===== src/rtl/tt_sweep_pkg.sv =====
`default_nettype none
// ============================================================================
//  Module   : tt_sweep_pkg
//  Purpose  : Shared widths and state encoding for truth-table sweepers.
//  Revision : 1.0  initial release
// ============================================================================
package tt_sweep_pkg;

    localparam int N_IN     = 7;
    localparam int TT_W     = 128;
    localparam int CNT_W    = 8;   // holds 0..TT_W inclusive
    localparam int SETTLE_W = 4;   // SETTLE range 0..15

    typedef enum logic [0:0] {
        IDLE  = 1'b0,
        SWEEP = 1'b1
    } sweep_state_t;

endpackage : tt_sweep_pkg
`default_nettype wire


===== src/rtl/tt_sweep_capture_settle_timer.sv =====
`default_nettype none
// ============================================================================
//  Module   : settle_timer
//  Purpose  : Loadable down-counter; fire is high once the count reaches zero.
//  Revision : 1.0  initial release
// ============================================================================
module settle_timer
    import tt_sweep_pkg::*;
(
    input  logic                clk,
    input  logic                rst,
    input  logic                load,
    input  logic                en,
    input  logic [SETTLE_W-1:0] load_val,
    output logic                fire
);

    logic [SETTLE_W-1:0] r_cnt;

    always_ff @(posedge clk or posedge rst) begin
        if (rst) begin
            r_cnt <= '0;
        end else if (load) begin
            r_cnt <= load_val;
        end else if (en && (r_cnt != '0)) begin
            r_cnt <= r_cnt - 1'b1;
        end
    end

    assign fire = (r_cnt == '0);

endmodule : settle_timer
`default_nettype wire


===== src/rtl/tt_sweep_capture.sv =====
`default_nettype none
// ============================================================================
//  Module   : tt_sweep_capture
//  Purpose  : Sweeps a 7-input network through all vectors, captures its truth
//             table and scores it against a reference table.
//  Revision : 1.0  initial release
// ============================================================================
module tt_sweep_capture
    import tt_sweep_pkg::*;
#(
    parameter int SETTLE = 1
)(
    input  logic             clk,
    input  logic             rst,
    input  logic             start,
    input  logic [TT_W-1:0]  expected,
    input  logic             dut_out,
    output logic [N_IN-1:0]  x,
    output logic             busy,
    output logic             done,
    output logic             valid,
    output logic [TT_W-1:0]  tt,
    output logic             match,
    output logic [CNT_W-1:0] mismatch_cnt,
    output logic [N_IN-1:0]  first_mismatch,
    output logic             has_mismatch
);

    localparam logic [SETTLE_W-1:0] c_settle   = SETTLE_W'(SETTLE);
    localparam logic [N_IN-1:0]     c_last_idx = N_IN'(TT_W - 1);

    sweep_state_t     r_state;
    sweep_state_t     w_state_next;
    logic [TT_W-1:0]  r_exp;
    logic [TT_W-1:0]  r_tt;
    logic [N_IN-1:0]  r_x;
    logic [CNT_W-1:0] r_mismatch_cnt;
    logic [N_IN-1:0]  r_first_mismatch;
    logic             r_has_mismatch;
    logic             r_match;
    logic             r_valid;
    logic             r_done;

    logic             w_fire;
    logic             w_accept;
    logic             w_sample;
    logic             w_last;
    logic             w_diff;
    logic [CNT_W-1:0] w_cnt_next;

    // Reloaded at sweep start and after every non-final sample, so each vector
    // is held for exactly SETTLE+1 edges.
    settle_timer u_settle_timer (
        .clk      (clk),
        .rst      (rst),
        .load     (w_accept | (w_sample & ~w_last)),
        .en       (r_state == SWEEP),
        .load_val (c_settle),
        .fire     (w_fire)
    );

    always_ff @(posedge clk or posedge rst) begin
        if (rst) begin
            r_state <= IDLE;
        end else begin
            r_state <= w_state_next;
        end
    end

    always_comb begin
        w_state_next = r_state;
        w_accept     = 1'b0;
        w_sample     = 1'b0;
        w_last       = 1'b0;
        case (r_state)
            IDLE: begin
                if (start) begin
                    w_accept     = 1'b1;
                    w_state_next = SWEEP;
                end
            end
            SWEEP: begin
                if (w_fire) begin
                    w_sample = 1'b1;
                    if (r_x == c_last_idx) begin
                        w_last       = 1'b1;
                        w_state_next = IDLE;
                    end
                end
            end
            default: w_state_next = IDLE;
        endcase
    end

    assign w_diff     = dut_out ^ r_exp[r_x];
    assign w_cnt_next = r_mismatch_cnt + {{(CNT_W-1){1'b0}}, w_diff};

    always_ff @(posedge clk or posedge rst) begin
        if (rst) begin
            r_exp            <= '0;
            r_tt             <= '0;
            r_x              <= '0;
            r_mismatch_cnt   <= '0;
            r_first_mismatch <= '0;
            r_has_mismatch   <= 1'b0;
            r_match          <= 1'b0;
            r_valid          <= 1'b0;
            r_done           <= 1'b0;
        end else if (w_accept) begin
            r_exp            <= expected;
            r_tt             <= '0;
            r_x              <= '0;
            r_mismatch_cnt   <= '0;
            r_first_mismatch <= '0;
            r_has_mismatch   <= 1'b0;
            r_match          <= 1'b0;
            r_valid          <= 1'b0;
            r_done           <= 1'b0;
        end else begin
            r_done <= w_last;
            if (w_sample) begin
                r_tt[r_x]      <= dut_out;
                r_mismatch_cnt <= w_cnt_next;
                if (w_diff && !r_has_mismatch) begin
                    r_first_mismatch <= r_x;
                    r_has_mismatch   <= 1'b1;
                end
                // Final verdict includes the compare made on this same edge.
                if (w_last) begin
                    r_valid <= 1'b1;
                    r_match <= (w_cnt_next == '0);
                end else begin
                    r_x <= r_x + 7'd1;
                end
            end
        end
    end

    assign x              = r_x;
    assign busy           = (r_state == SWEEP);
    assign done           = r_done;
    assign valid          = r_valid;
    assign tt             = r_tt;
    assign match          = r_match;
    assign mismatch_cnt   = r_mismatch_cnt;
    assign first_mismatch = r_first_mismatch;
    assign has_mismatch   = r_has_mismatch;

endmodule : tt_sweep_capture
`default_nettype wire

===== config.mk =====
export PLATFORM = sky130hd
export DESIGN_NAME = tt_sweep_capture
export DESIGN_NICKNAME = d
export VERILOG_FILES = /design/src/rtl/tt_sweep_pkg.sv /design/src/rtl/tt_sweep_capture_settle_timer.sv /design/src/rtl/tt_sweep_capture.sv
export SDC_FILE = /design/constraint.sdc
export NUM_CORES = 1
export LEC_CHECK = 0
export CORE_MARGIN = 2
export CORE_UTILIZATION = 50
export DETAILED_ROUTE_END_ITERATION = 16
export HOLD_SLACK_MARGIN = 0.15
export PLACE_DENSITY = 0.79
export SETUP_SLACK_MARGIN = 0.05
export SYNTH_ARGS = -nofsm -noshare
export SYNTH_HDL_FRONTEND = slang
export SYNTH_SLANG_ARGS = --single-unit

===== constraint.sdc =====
create_clock -name clk -period 12.45 [get_ports clk]
set_input_delay 2.49 -clock clk [delete_from_list [all_inputs] [get_ports clk]]
set_output_delay 2.49 -clock clk [all_outputs]
set_load 0.1 [all_outputs]

==> run_results.csv <==
group,metric,value,unit
timing,setup_viol_count_final,0,
setup_path,cpMaxStageDelayCell,"clkdlybuf4s50_1",
logic_synthesis,yosys.area_share.simple,22.4,%
pwr,fin_total_pwr,0.00365,W
clock_network,cts_hold_buf,0,
pwr,combPwrFrac,41.7,%
place,portBuffers,286,
clock_network,clk_pin_slew,60,ps
setup_path,reg2reg_depth,15,
timing,hold_viol,0,
pwr,pwr-share-seq,33.7,%
floorplan,start_util,50.6,%
finish,final_cell_area,0.0171,sq mm
logic_synthesis,synth_top_area_share,54.6,%
timing,fin_tns_setup,0,ps
finish,fin_nets,1828,
setup_path,crit_path_max_fanout,52,
logic_synthesis,ys_types,57,
setup_path,max_stage_delay,1280,ps
place,dp_hpwl,27100,microns
floorplan,num_rows,59,
logic_synthesis,yosys-top-cells-area,"dfrtp_1, nand2_1, nand3_1",
setup_path,critPathKind,"reg2out",
global_route,grt_pass1_wl,65100,microns
floorplan,die_area,0.0276,sq mm
global_route,grt_pass1_vias,11900,
timing,worstMarginPinSlew,1180,ps
place,placed_area,0.0162,sq mm
floorplan,die_h,166,microns
logic_synthesis,synth.most_common_cell,"nand2_1",
timing,finClkSkew,15.7,ps
run_status,status,"completed",
drt,first_pass_iters,6,
logic_synthesis,synthCells,1467,
setup_path,cp_data_required_time,9960,ps
logic_synthesis,synth-adder-area-share,0.475,%
timing,timing.final.ws_setup,6950,ps
finish,utilization,65.9,%
timing,final.period_utilization,44.2,%
setup_path,crit_chain,"buf_4 -> clkdlybuf4s50_1",
pwr,vdd.ir_drop.worst,273,uV
global_route,track_usage,29.3,%
timing,min_period,5500,ps
worst_hold_path,min_path_cells,2,
drt,drt-wirelength-per-cell,20.0,microns
setup_path,worstPathArrival,3010,ps
logic_synthesis,synth.area.mux_share,5.78,%
logic_synthesis,async_flop_share,100,%
worst_hold_path,min_path_type,"reg2reg",
finish,drive_above_1_share,5.72,%
clock_network,clock_path_buffers,3,
pwr,switching_share,44.2,%
place,pre_cts_ws,7300,ps
global_route,grt_max_degree,264,
logic_synthesis,synth_flop_cell,"dfrtp_1",
drt,vias,12200,
pwr,power_density,213,mW/mm^2
setup_path,cp.buffers_inverters,2,
drt,ant_nets,0,
drt,drc_errors,0,
setup_path,reg2reg_to,"match",
pwr,power_leakage,7.60,nW
timing,rsz0062_at_grt,"false",
pwr,pwr-share-clk,24.6,%
logic_synthesis,syn_area,0.0132,sq mm
timing,fmax,182,MHz
drt,dr.first_iter.drc_count,1646,
worst_hold_path,hold_start,"r_exp[24]",
setup_path,cp_top_family,"buffers and inverters",
floorplan,top_level_ports,287,
global_route,antenna_found_initial,0,
logic_synthesis,syn_area_per_cell,8.97,sq um
setup_path,r2r-start,"x[0]",
clock_network,cts_tree,"yes",
flow_run,max-cap-violations,0,
setup_path,cp-start-kind,"register",
clock_network,clkSinkCount,287,
logic_synthesis,yosysSeqAreaShare,54.6,%
drt,totalWireLength,40900,microns
global_route,overflow,0,
clock_network,post-cts-setup-buffers,0,
drt,viasPerCell,5.94,
place,gp_congestion,0.826,
pwr,p_int,0.00203,W
timing,relSlewSlack,21.3,%
logic_synthesis,synth_fp_nets,1604,
logic_synthesis,synth_edf_count,0,
logic_synthesis,synth_seq_cells,287,
timing,finalMaxSlewViolations,0,
pwr,power_switching,0.00161,W
floorplan,die_x,166,microns
logic_synthesis,yosysWarnings,0,
clock_network,cts-root-buf,"clkbuf_16",
finish,antennaDiodeCount,0,
setup_path,cp-end-kind,"output port",
clock_network,htree_levels,1,
floorplan,coreArea,0.0260,sq mm
logic_synthesis,synth_common_cells,"nand2_1, dfrtp_1, nand3_1, o21ai_0, a21oi_1",
clock_network,cts_resized,0,
setup_path,r2r_slack,7780,ps
logic_synthesis,synth_compound_area_share,12.4,%
clock_network,insertion_delay,550,ps
logic_synthesis,synth-xor-area-share,0.599,%
logic_synthesis,synth_top_area_cell,"dfrtp_1",
logic_synthesis,synth_top_family_by_area,"simple AND/OR/NAND/NOR gates",
worst_hold_path,worstHoldEndpoint,"r_exp[24]",
finish,area_growth,30.2,%
clock_network,cts_buffers,29,
power groups by stage:
| stage | clock (W) | sequential (W) | combinational, W |
|---|---|---|---|
| finish | 0.000897 | 0.00123 | 0.00152 |
| global route | 0.000941 | 0.00124 | 0.00160 |
| CTS | 0.000901 | 0.00122 | 0.00152 |
| detailed placement | 0 | 0.00124 | 0.00151 |
| global placement | 0 | 0.00123 | 0.00149 |
| floorplan | 0 | 0.00178 | 0.000539 |
final cells by class:
type | instances | area (sq um)
Clock buffer | 40 | 837
Clock inverter | 12 | 144
Fill cell | 2087 | 8850
Inverter | 12 | 52.6
Multi-Input combinational cell | 1062 | 5530
Sequential cell | 287 | 7190
Tap cell | 335 | 419
Timing Repair Buffer | 299 | 2970
cells in the final DEF (no fill, tap or decap), types with 4 or more instances in the layout:
cell type and n:
nand2_1 439, clkdlybuf4s50_1 285, dfrtp_1 284, nand3_1 146, o21ai_0 135, a21oi_1 134
nor2_1 46, mux2i_1 31, clkbuf_16 29, mux4_2 17, buf_4 13, nor3_1 11
nand3b_1 8, inv_1 7, nand4_1 7, and3_1 7, a221oi_1 7, clkbuf_8 7
o21ai_1 6, clkinv_2 6, xnor2_1 5, ha_1 5, xor2_1 4, clkbuf_1 4
layer usage:
layer | global-route usage (%) | share of wire [%] | wire (microns)
met1 | 40.2 | 40 | 16200
met2 | 46.3 | 46 | 19000
met3 | 4.60 | 9.0 | 3680
met4 | 13.5 | 4.8 | 1970
met5 | 0 | 0 | 0
per-stage QoR:
| stage | hold WS [ps] | cells |
|---|---|---|
| after floorplan | 436 | 1467 |
| after global placement | 453 | 1995 |
| after detailed placement | 454 | 1995 |
| after CTS | 469 | 2047 |
| after global routing | 491 | 2047 |
| final | 464 | 2047 |
worst min-delay path, stage by stage, from the launching register on:
cell and delay [ps]:
dfrtp_1 330, nand2_1 50, nand2_1 50
state kept, by name, summed over array words and instances, names as in the netlist:
name                  flops
first_mismatch            7
x                         7
mismatch_cnt              8
r_exp                   128
done                      1
tt                      128
valid                     1
match                     1
has_mismatch              1
u_settle_timer.r_cnt      4
busy                      1
cell families after synthesis:
| family | after synthesis |
|---|---|
| AO/OA/AOI/OAI | 305 |
| flip-flops | 287 |
| multiplexers | 54 |
| AND/OR/NAND/NOR | 689 |
| XOR/XNOR | 9 |
| buffers and inverters | 118 |
| adder cells (fa/ha/maj) | 5 |
how the worst max path moves through the flow:
stage	from	end	slack [ps]	cells past startpoint
CTS	x[0]	x[0]	6930	2
global placement	start	x[4]	7360	8
detailed placement	start	x[4]	7300	8
finish	x[0]	x[0]	6950	2
floorplan	rst	busy	2040	1
global route	x[0]	x[0]	6830	2
Power figures use the tool's default switching activity.
